### config.mk
export PLATFORM = sky130hd
export DESIGN_NAME = wa_port_arbiter
export DESIGN_NICKNAME = d
export VERILOG_FILES = /design/src/rtl/wa_port_arbiter_pkg.sv /design/src/rtl/wa_port_arbiter_rr_pick4.sv /design/src/rtl/wa_port_arbiter.sv
export SDC_FILE = /design/constraint.sdc
export NUM_CORES = 1
export LEC_CHECK = 0
export ABC_AREA = 1
export BUFFER_PORTS_ARGS = -buffer_cell sky130_fd_sc_hd__buf_2
export CAP_MARGIN = 20
export CELL_PAD_IN_SITES_DETAIL_PLACEMENT = 1
export CELL_PAD_IN_SITES_GLOBAL_PLACEMENT = 2
export CORE_AREA = 2 2 60 62
export DETAILED_ROUTE_END_ITERATION = 7
export DIE_AREA = 0 0 62 64
export PLACE_DENSITY = 0.88
export SETUP_SLACK_MARGIN = 0.15
export SKIP_CTS_REPAIR_TIMING = 1
export SYNTH_ARGS = -nofsm -noshare
export SYNTH_HDL_FRONTEND = slang
export SYNTH_SLANG_ARGS = --single-unit
### constraint.sdc
create_clock -name clk -period 4.5 [get_ports clk]
set_clock_uncertainty 0.15 [all_clocks]
set_input_delay 0.9 -clock clk [delete_from_list [all_inputs] [get_ports clk]]
set_output_delay 0.9 -clock clk [all_outputs]
set_load 0.02 [all_outputs]
### src/rtl/wa_port_arbiter_pkg.sv
// Shared definitions for the register-file write-address port arbiter.
// Exports the FSM state encoding and the requester count.
package wa_port_arbiter_pkg;

   localparam int NREQ = 4;

   typedef enum logic {
      ST_IDLE  = 1'b0,
      ST_GRANT = 1'b1
   } state_t;

endpackage

### src/rtl/wa_port_arbiter_rr_pick4.sv
// Combinational round-robin picker over 4 requesters.
// Ports: req[3:0], ptr[1:0] (highest-priority index) -> any, idx[1:0].
import wa_port_arbiter_pkg::*;

module rr_pick4 (
   input  logic [NREQ-1:0] req,
   input  logic [1:0]      ptr,
   output logic            any,
   output logic [1:0]      idx
);

   logic [1:0] k;

   // Walk the offsets from farthest to nearest so the nearest hit wins.
   always_comb begin
      any = |req;
      idx = ptr;
      k   = ptr;
      for (int i = NREQ - 1; i >= 0; i--) begin
         k = ptr + 2'(i);
         if (req[k]) idx = k;
      end
   end

endmodule

### src/rtl/wa_port_arbiter.sv
// Round-robin owner arbiter for the shared 4:1 write-address mux.
// Ports: clk, rst, req[3:0], rel -> gnt[3:0], sel[1:0], busy, timeout.
import wa_port_arbiter_pkg::*;

module wa_port_arbiter #(
   parameter int MAX_HOLD = 16
) (
   input  logic            clk,
   input  logic            rst,
   input  logic [NREQ-1:0] req,
   input  logic            rel,
   output logic [NREQ-1:0] gnt,
   output logic [1:0]      sel,
   output logic            busy,
   output logic            timeout
);

   localparam int CW = (MAX_HOLD < 1) ? 1 : $clog2(MAX_HOLD + 1);
   localparam logic [CW-1:0] HOLD_LIM = CW'(MAX_HOLD);

   state_t        state;
   logic [1:0]    ptr;
   logic [CW-1:0] hold_cnt;
   logic          any;
   logic [1:0]    idx;
   logic          own_req;
   logic          tmo_hit;
   logic          rc;

   rr_pick4 u_pick (
      .req (req),
      .ptr (ptr),
      .any (any),
      .idx (idx)
   );

   always_comb begin
      own_req = req[sel];
      tmo_hit = (MAX_HOLD != 0) && (hold_cnt == HOLD_LIM);
      rc      = rel | ~own_req | tmo_hit;
   end

   always_ff @(posedge clk) begin
      if (rst) begin
         state    <= ST_IDLE;
         gnt      <= '0;
         sel      <= '0;
         busy     <= 1'b0;
         timeout  <= 1'b0;
         ptr      <= '0;
         hold_cnt <= '0;
      end else begin
         timeout <= 1'b0;
         unique case (state)
            ST_IDLE: begin
               if (any) begin
                  gnt      <= 4'b0001 << idx;
                  sel      <= idx;
                  busy     <= 1'b1;
                  hold_cnt <= CW'(1);
                  state    <= ST_GRANT;
               end
            end
            ST_GRANT: begin
               if (rc) begin
                  gnt   <= '0;
                  busy  <= 1'b0;
                  ptr   <= sel + 2'd1;
                  state <= ST_IDLE;
                  // Flag only releases forced purely by the hold limit.
                  timeout <= tmo_hit & ~rel & own_req;
               end else if (hold_cnt != '1) begin
                  hold_cnt <= hold_cnt + 1'b1;
               end
            end
            default: state <= ST_IDLE;
         endcase
      end
   end

endmodule

==> results of run 1 <==
[cells by family after synthesis]
| logic type | share of synthesized area [%] |
|---|---|
| adder cells (fa/ha/maj) | 3.76 |
| AND/OR/NAND/NOR | 39.0 |
| flip-flops | 32.1 |
| XOR/XNOR | 1.75 |
| buffers and inverters | 11.5 |
| AO/OA/AOI/OAI | 11.9 |
[power groups by stage]
| stage | sequential [uW] | combinational, uW | clock [uW] |
|---|---|---|---|
| after global placement | 184 | 154 | 0 |
| after CTS | 181 | 164 | 96.2 |
| after floorplan | 188 | 118 | 0 |
| final | 181 | 160 | 94.5 |
| after detailed placement | 185 | 163 | 0 |
| after global routing | 184 | 184 | 105 |
[per-stage QoR]
stage	utilization (%)	hold WS, ns	total power [uW]	instance area (sq um)	instances
2_1_floorplan	-	0.327	305	998	157
3_3_place_gp	33.6	0.301	339	1100	213
3_5_place_dp	33.6	0.308	348	1100	213
4_1_cts	34.7	0.336	441	1140	217
5_1_grt	34.7	0.355	473	1140	217
6_report	34.7	0.329	435	1140	217
[registers in the layout, indices dropped and copies added, names as in the netlist]
signal / flops
state: 1
timeout: 1
ptr: 2
hold_cnt: 5
gnt: 4
sel: 2
busy: 1
[metal layers]
metal / vias up / track usage [%] / part of all wire, %
met1: 491 / 16.0 / 40
met4: 0 / 3.19 / 0.58
met2: 4 / 27.2 / 58
met5: - / 0 / 0
met3: 2 / 2.23 / 1.4
li1: 522 / - / -
[worst register-to-register path, delay by kind of cell, from the launching register on]
family,cells,cell delay [ns]
AO/OA/AOI/OAI,1,0.24
flip-flops,1,0.37
buffers and inverters,2,0.14
adder cells (fa/ha/maj),1,0.14
AND/OR/NAND/NOR,7,0.96
[how the worst max path moves through the flow]
stage	slack (ns)	endpoint	depth (start not counted)
global route	2.11	hold_cnt[1]$_SDFFE_PP0P_	11
global placement	2.12	hold_cnt[1]$_SDFFE_PP0P_	11
floorplan	2.56	ptr[0]$_SDFFE_PP0P_	9
finish	2.29	hold_cnt[0]$_SDFFE_PP0P_	11
CTS	2.28	hold_cnt[0]$_SDFFE_PP0P_	11
detailed placement	1.99	hold_cnt[0]$_SDFFE_PP0P_	11
[synth_stat cells]
| cell | n | area share (%) |
|---|---|---|
| dfxtp_1 | 16 | 32 |
| buf_6 | 1 | 1.1 |
| inv_2 | 4 | 1.5 |
| o21ai_1 | 2 | 1.0 |
| clkbuf_1 | 2 | 0.75 |
| nor2_1 | 9 | 3.4 |
| inv_1 | 18 | 6.8 |
| o21ai_0 | 4 | 2.0 |
| nor2_2 | 3 | 1.9 |
| nor3b_1 | 1 | 0.75 |
| nor3_1 | 2 | 1.0 |
| ha_1 | 3 | 3.8 |
| buf_2 | 1 | 0.50 |
| a21oi_1 | 11 | 5.5 |
| nand2_1 | 46 | 17 |
| or2_1 | 1 | 0.63 |
| nand4_1 | 1 | 0.63 |
| xor2_1 | 2 | 1.8 |
| nand2_2 | 7 | 4.4 |
| a21oi_2 | 2 | 1.8 |
| nand3_1 | 18 | 9.0 |
| o211ai_1 | 1 | 0.75 |
| inv_6 | 1 | 0.88 |
| o21ai_2 | 1 | 0.88 |
[final cells by class]
cell class | instances | area, sq um | share of cell area (%)
inverters | 23 | 91.3 | 8.02
clock buffers | 4 | 36.3 | 3.19
multi-input cells | 114 | 563 | 49.5
well taps | 46 | 57.6 | 5.05
flip-flops and latches | 16 | 320 | 28.1
repair buffers | 14 | 70.1 | 6.15
==> impl_results.md, run 1 <==
* Hold depth at 2
* WHS Endpoint: busy$_SDFFE_PP0P_
* Share of layout cells above drive strength 1 at a little over a fifth
* Clock Path Buffers at 2
* Psw at approximately 170 uW
* Min Clock Period, post-route at 2.21 ns
* Commonest non-fill, non-tap cell in the layout: nand2_1
* Worst r2r path cells at 11
* Filler Cell Count at about 430
* Status: completed
* N_diodes at 0
* Area grow syn2layout at 14.0%
* Fin Setup TNS at 0 ns
* Vias in the first global route at between 1000 and 1500
* Hpwl dp at 2.17 mm
* Vias at roughly 1000
* First-pass GRT wire length at 4.44 mm
* Clock root buffer: clkbuf_4
* CP Class: primary input to register
* Avg WL per Cell at between 10 and 15 microns
* Final worst slack at around 2.3 ns
* Initial antenna violation count at 0
* Critical Path Start Type: primary input
* CP max-delay cell: nand2_1
* Setup violators final at 0
* Sequential-to-total area share from yosys stat at 32.1%
* P_int at between 200 and 300 uW
* Largest fanout on the critical path at 11
* Most frequent cells in the layout: nand2_1, inv_1, nand3_1
* Die area at roughly 0.0040 sq mm
* CORE AREA at 0.00328 sq mm
* Starting DRC count in detailed routing at 21
* Net Sw Frac at between 30% and 40%
* Fin crit share at between 40% and 50%
* HP Start: busy$_SDFFE_PP0P_
* DRT Pass-1 Iters at 3
* Die extent in y at approximately 64 microns
* Synthesized instance count at 157
* Die Wd at just over 60 microns
* Worst path required time at 4.57 ns
* Reg-to-Reg Start: hold_cnt[0]$_SDFFE_PP0P_
* Fin. max-slew vios at 0
* Seq pwr share at between 40 and 50%
* # rows at 21
* Clock latency on the worst-skew pair at about 0.28 ns
* Ports at 15
* CTS Buf Count at 3
* Worst reg2reg path endpoint: hold_cnt[0]$_SDFFE_PP0P_
* CP endpoint kind: register
* Syn avg cell area at 6.36 sq um
* H-tree levels at 1
* Final ANT Viol Nets at 0
* Relative slew slack at about 75%
* Fmax at around 0.45 GHz
* Cell Pwr Density at between 300 and 400 mW/mm^2
* Flops & latches, synth at 16
* CTS tree: yes
* Initial Utilization at 30.4%
* Worst vdd ir at ~100 uV
* Mapped cell area at roughly 1000 sq um
* Final net count at approximately 180
* Final Wtd Congestion at about 0.76
* Largest net degree at the start of global routing at 12
* Clock power share at 21.7%
* # DRC at 0
* Comb power frac at a little under two fifths
* Buffers on Ports at 14
* RSZ-0062 raised after global routing: false
* GR Util All Layers at 14.4%
* Drt total wl at 2.59 mm
* Flop-to-flop setup slack at between 2 and 2.5 ns
* DR vias/cell at roughly 4.7
* Worst Tran Pin Value at 0.372 ns
* WP data arrival at 2.28 ns
* Yosys cell types at 24
* Dpl ws at around 2.0 ns
* CP cell instances: buf_2 > inv_1 > a21oi_1 > nand2_1 > nand2_1 > nand3_1 > nand2_1 > o21ai_1 > nor2_2 > nor2_1 > nor2_1
* Final Hold Fails at 0
* Net count after synthesis at roughly 170
* Total clock sinks at 16
* GR Overflow Total at 0
* Max-cap violations at 0
* CP top delay family: simple AND/OR/NAND/NOR gates
* Top cell by count, worst path: nand2_1
* P_leak at 0.000579 uW
* CP Buf/Inv Count at 2
* Yosys warning count at 0
* Max incr delay on CP at about 0.31 ns
* CP Launch Point: req[1]
* Worst Hold Class: register to register
* Clock transition at path regs at around 0.10 ns
Note: power is estimated with default switching activity, not from simulation.
==> run 2: changes to the inputs <==
Settings changed: CORE_AREA 2 2 60 62 to 2 2 65 67, DIE_AREA 0 0 62 64 to 0 0 67 69, PLACE_DENSITY 0.88 to 0.8.
Clock period 4.5 ns to 1.92 ns, I/O delays scaled along.
==> run 2 against run 1 <==
Clock power increased to 2.7 times the previous value; clock-buffer cell count decreased by 1; routed wire length increased by 7.7%; largest cell class unchanged; worst hold slack got worse by 0.049 ns; total power increased to 2.5 times the previous value; utilization decreased by 3.0 points; via count increased by 0.29%; non-clock buffer count increased by 4; critical path depth decreased by 1.
==> impl_results.md, run 2 (same netlist as run 1, synthesis figures left out) <==
* Post-DP Area at 0.00111 sq mm (+1.1%)
* Clock transition at path regs at 0.06 ns (-0.04 ns)
* Clock power share at 23.4% (+1.7 points)
* Vias at 1022 (+0.29%)
* WP data arrival at 1.66 ns (-0.62 ns)
* Vias in the first global route at 1049 (+0.095%)
* Status: completed
* RSZ-0062 raised after global routing: false
* Most frequent cells in the layout: nand2_1, inv_1, nand3_1
* Max-cap violations at 0 (unchanged)
* Clock latency on the worst-skew pair at 0.25 ns (-0.03 ns)
* Commonest non-fill, non-tap cell in the layout: nand2_1
* P_int at 668 uW (+160%)
* First-pass GRT wire length at 4.64 mm (+4.5%)
* H-tree levels at 1 (unchanged)
* WHS Endpoint: timeout$_SDFF_PP0_
* Finished Cell Area at 0.00124 sq mm (+8.8%)
* Largest net degree at the start of global routing at 11 (-1)
* CTS Buf Count at 3 (unchanged)
* Die Wd at 67 microns (+8.1%)
* Final net count at 186 (+2.2%)
* Fin crit share at 86.5%
* Starting DRC count in detailed routing at 32 (+52%)
* Top reg by flops: hold_cnt
* GR Overflow Total at 0 (unchanged)
* Worst Tran Pin Value at 0.410 ns (+0.0377 ns)
* Share of layout cells above drive strength 1 at 30.5% (+9.4 points)
* Die extent in y at 69 microns (+7.8%)
* Area grow syn2layout at 24.1%
* WL met2 at 1.48 mm (-0.80%)
* Cell Pwr Density at 889 mW/mm^2 (+130%)
* N_diodes at 0 (unchanged)
* Die area at 0.00462 sq mm (+17%)
* Initial Utilization at 25.5% (-4.9 points)
* Hpwl dp at 2.17 mm (about the same)
* Setup violators final at 0 (unchanged)
* DRT Pass-1 Iters at 4 (+1)
* Worst path required time at 1.92 ns (-2.65 ns)
* Fin. max-slew vios at 0 (unchanged)
* Max reg flops at 5 (unchanged)
* Drt total wl at 2.80 mm (+7.7%)
* Ports at 15 (unchanged)
* HP Start: rel
* Clock Path Buffers at 2 (unchanged)
* Hold depth at 4 (+2)
* Avg WL per Cell at 12.5 microns (+4.4%)
* Final Hold Fails at 0 (unchanged)
* Initial antenna violation count at 0 (unchanged)
* Min Clock Period, post-route at 1.66 ns
* Critical Path Start Type: register
* Clock root buffer: clkbuf_8
* CP Class: register to register
* Reg-to-Reg Start: hold_cnt[0]$_SDFFE_PP0P_
* Total clock sinks at 16 (unchanged)
* Buffers on Ports at 14 (unchanged)
* Flop-to-flop setup slack at 0.26 ns (-2.14 ns)
* DR top layer: met4
* Dpl cells at 218 (+2.3%)
* Relative slew slack at 72.6% (-2.5 points)
* Fin Setup TNS at 0 ns (unchanged)
* Final Wtd Congestion at 0.816 (+8.0%)
* Worst reg2reg path endpoint: hold_cnt[0]$_SDFFE_PP0P_
* CTS tree: yes
* DR vias/cell at 4.56 (-2.8%)
* CP endpoint kind: register
* Biggest regs: hold_cnt (5), gnt (4)
* # rows at 23 (+9.5%)
* P_leak at 0.000607 uW (+4.9%)
* Final ANT Viol Nets at 0 (unchanged)
* Worst vdd ir at 251 uV (+140%)
* CORE AREA at 0.00391 sq mm (+19%)
* Worst Hold Class: primary input to register
* Largest fanout on the critical path at 5 (-6)
* # DRC at 0 (unchanged)
* Fmax at about 0.6 GHz
* Comb power frac at 37.5% (+0.7 points)
* Filler Cell Count at 525 (+23%)
* Final cell count without fillers at 224 (+3.2%)
* DR WL met3 at 48 microns (+30%)
* Worst r2r path cells at 10 (-1)
* GR Util All Layers at 12.9% (-1.6 points)
* Met1 wire length at 1.22 mm (+16%)
* Seq pwr share at 39.2% (-2.3 points)
* Net Sw Frac at 39.3% (-0.47 points)
* Psw at 433 uW (+150%)
==> run 2: final cells by class <==
type,instances,area [sq um],area share [%]
Multi-Input combinational cell,114,612,49.4
Sequential cell,16,328,26.5
Timing Repair Buffer,18,104,8.38
Inverter,23,91.3,7.37
Tap cell,50,62.6,5.05
Clock buffer,3,41.3,3.33
==> run 2: how the worst max path moves through the flow <==
stage	to	slack [ns]	from	depth (start not counted)
2_1_floorplan	ptr[0]$_SDFFE_PP0P_	0.37	hold_cnt[0]$_SDFFE_PP0P_	10
3_3_place_gp	hold_cnt[4]$_SDFFE_PP0P_	0.19	req[1]	11
3_5_place_dp	hold_cnt[4]$_SDFFE_PP0P_	0.13	req[1]	11
4_1_cts	hold_cnt[0]$_SDFFE_PP0P_	0.11	hold_cnt[0]$_SDFFE_PP0P_	11
5_1_grt	hold_cnt[0]$_SDFFE_PP0P_	0.11	hold_cnt[0]$_SDFFE_PP0P_	10
6_report	hold_cnt[0]$_SDFFE_PP0P_	0.26	hold_cnt[0]$_SDFFE_PP0P_	10
==> run 2: through the flow <==
step                total power, uW  setup slack (ns)  utilization, %  hold WS [ns]
finish                         1100             0.260            31.6         0.279
global route                   1190             0.112            31.6         0.301
CTS                            1070             0.108            29.5         0.275
detailed placement              815             0.125            28.5         0.317
global placement                800             0.188            28.5         0.295
floorplan                       716             0.367               -         0.327
==> run 2: routing by layer <==
| layer | track usage (%) | vias up |
|---|---|---|
| met1 | 14.4 | 479 |
| li1 | - | 529 |
| met5 | 0 | - |
| met4 | 6.12 | 0 |
| met3 | 1.47 | 5 |
| met2 | 23.2 | 9 |
==> run 2: power groups by stage <==
stage                     clock (uW)  combinational (uW)  sequential [uW]
after floorplan                    0                 276              440
after global placement             0                 370              430
after detailed placement           0                 383              433
after CTS                        262                 384              426
after global routing             281                 472              441
final                            257                 413              431
==> run 2: critical path: stages, from the launching register on <==
cell     delay (ns)
dfxtp_4        0.37
inv_2          0.04
ha_2           0.16
nand2_1        0.07
nor3_2         0.05
inv_1          0.07
nand3_2        0.11
o21ai_2        0.22
nand2_2        0.11
o21ai_2        0.14
nor2_1         0.06
==> run 3: changes to the inputs <==
Settings changed: CORE_AREA 2 2 65 67 to 4 4 67 69, DIE_AREA 0 0 67 69 to 0 0 71 73.
==> run 3 against run 2 <==
Register-to-register slack improved by 0.03 ns; critical endpoint is now hold_cnt[4]$_SDFFE_PP0P_; critical path type unchanged; total power up 1.1%; sequential share of layout area grew 0.95 points; largest cell class unchanged.
==> impl_results.md, run 3 (same netlist as run 1, synthesis figures left out) <==
* Die extent in y at 73 microns (+5.8%)
* GR Util All Layers at 10.7% (-2.2 points)
* Clock Path Buffers at 2 (unchanged)
* N_diodes at 0 (unchanged)
* Filler Cell Count at 527 (+0.38%)
* Largest net degree at the start of global routing at 11 (unchanged)
* Setup violators final at 0 (unchanged)
* Status: completed
* P_leak at 0.000604 uW (-0.50%)
* Relative slew slack at 78.3% (+5.6 points)
* Initial antenna violation count at 0 (unchanged)
* Final net count at 184 (-1.1%)
* Hpwl dp at 2.15 mm (-1.1%)
* Final worst slack at 0.290 ns (+0.0305 ns)
* Commonest non-fill, non-tap cell in the layout: nand2_1
* WP data arrival at 1.66 ns (about the same)
* Most frequent cells in the layout: nand2_1, inv_1, nand3_1
* H-tree levels at 1 (unchanged)
* CORE AREA at 0.00391 sq mm (unchanged)
* Final Hold Fails at 0 (unchanged)
* # DRC at 0 (unchanged)
* Area grow syn2layout at 20.7%
* Clock latency on the worst-skew pair at 0.24 ns (about the same)
* RSZ-0062 raised after global routing: false
* CP endpoint kind: register
* Worst Hold Class: primary input to register
* Starting DRC count in detailed routing at 26 (-19%)
* Vias in the first global route at 1100 (+4.9%)
* Total power at 1110 uW (+1.1%)
* Reg-to-Reg Start: hold_cnt[0]$_SDFFE_PP0P_
* Max-cap violations at 0 (unchanged)
* Worst hold slack at 0.282 ns (+0.00305 ns)
* Max reg flops at 5 (unchanged)
* Biggest regs: hold_cnt (5), gnt (4)
* Largest fanout on the critical path at 5 (unchanged)
* Drt total wl at 2.60 mm (-7.2%)
* Share of layout cells above drive strength 1 at 27.2% (-3.3 points)
* Fin crit share at 84.9% (-1.6 points)
* Final ANT Viol Nets at 0 (unchanged)
* Initial Utilization at 25.5% (unchanged)
* CTS tree: yes
* Fin. max-slew vios at 0 (unchanged)
* # rows at 23 (unchanged)
* Min Clock Period, post-route at 1.63 ns (-0.0305 ns)
* DRT Pass-1 Iters at 4 (unchanged)
* Top reg by flops: hold_cnt
* DR vias/cell at 4.63 (+1.4%)
* Worst vdd ir at 275 uV (+9.7%)
* Dpl ws at 0.114 ns (-0.0115 ns)
* CP Launch Point: hold_cnt[0]$_SDFFE_PP0P_
* Vias at 1032 (+0.98%)
* Avg WL per Cell at 11.6 microns (-6.7%)
* Ports at 15 (unchanged)
* CTS Buf Count at 3 (unchanged)
* GR Overflow Total at 0 (unchanged)
* Clock transition at path regs at 0.07 ns (about the same)
* Critical Path Start Type: register
* Worst Tran Pin Value at 0.326 ns (-0.0842 ns)
* HP Start: rst
* Die Wd at 71 microns (+6.0%)
* Total clock sinks at 16 (unchanged)
* Fmax at 0.614 GHz (+1.9%)
* Fin Setup TNS at 0 ns (unchanged)
* First-pass GRT wire length at 4.53 mm (-2.4%)
* Final Wtd Congestion at 0.870 (+6.6%)
* CP Class: register to register
* Cell Pwr Density at 924 mW/mm^2 (+3.9%)
* Buffers on Ports at 14 (unchanged)
* Worst path required time at 1.95 ns (+0.03 ns)
* Clock root buffer: clkbuf_8
* Die area at 0.00518 sq mm (+12%)
-- run 3: per-stage QoR --
stage               instance area, sq um  instances  util, %
finish                              1200        223     30.8
global route                        1200        223     30.8
CTS                                 1170        222     29.9
detailed placement                  1110        218     28.5
global placement                    1110        218     28.5
floorplan                            998        157        -
-- run 3: worst max-delay path, cell delays in order, from the launching register on --
cell	delay (ns)
dfxtp_4	0.37
inv_1	0.05
ha_1	0.19
nand2_1	0.08
nor3_2	0.04
inv_1	0.07
nand3_2	0.10
nand2_2	0.09
o21ai_1	0.09
nor2_2	0.18
nor2_1	0.06
a21oi_1	0.10
-- run 3: path summary, 6_finish.rpt --
path	endpoint	slack, ns	cells after the start
setup / recovery	hold_cnt[4]$_SDFFE_PP0P_	0.29	11
hold / removal	gnt[1]$_SDFFE_PP0P_	0.28	2
setup reg to reg	hold_cnt[4]$_SDFFE_PP0P_	0.29	11
hold reg to reg	busy$_SDFFE_PP0P_	0.32	2
-- run 3: area by class of cell --
cell class / instances / area, sq um / area share [%]
multi-input cells: 114 / 581 / 48.2
flip-flops and latches: 16 / 330 / 27.4
inverters: 23 / 91.3 / 7.58
repair buffers: 16 / 85.1 / 7.06
well taps: 50 / 62.6 / 5.19
clock buffers: 4 / 55.1 / 4.57
-- run 3: where the power goes --
part	internal (uW)	switching [uW]	leakage [uW]
combinational	136	248	0.000442
clock	182	118	0.0000288
sequential	378	52.4	0.000133
total	696	418	0.000604
-- run 3: layer usage --
metal	routed length, microns	share of wire [%]	vias up	track usage [%]
li1	-	-	528	-
met1	1110	43	482	11.4
met2	1360	52	14	20.7
met3	68	2.6	8	2.07
met4	54	2.1	0	3.97
met5	0	0	-	0
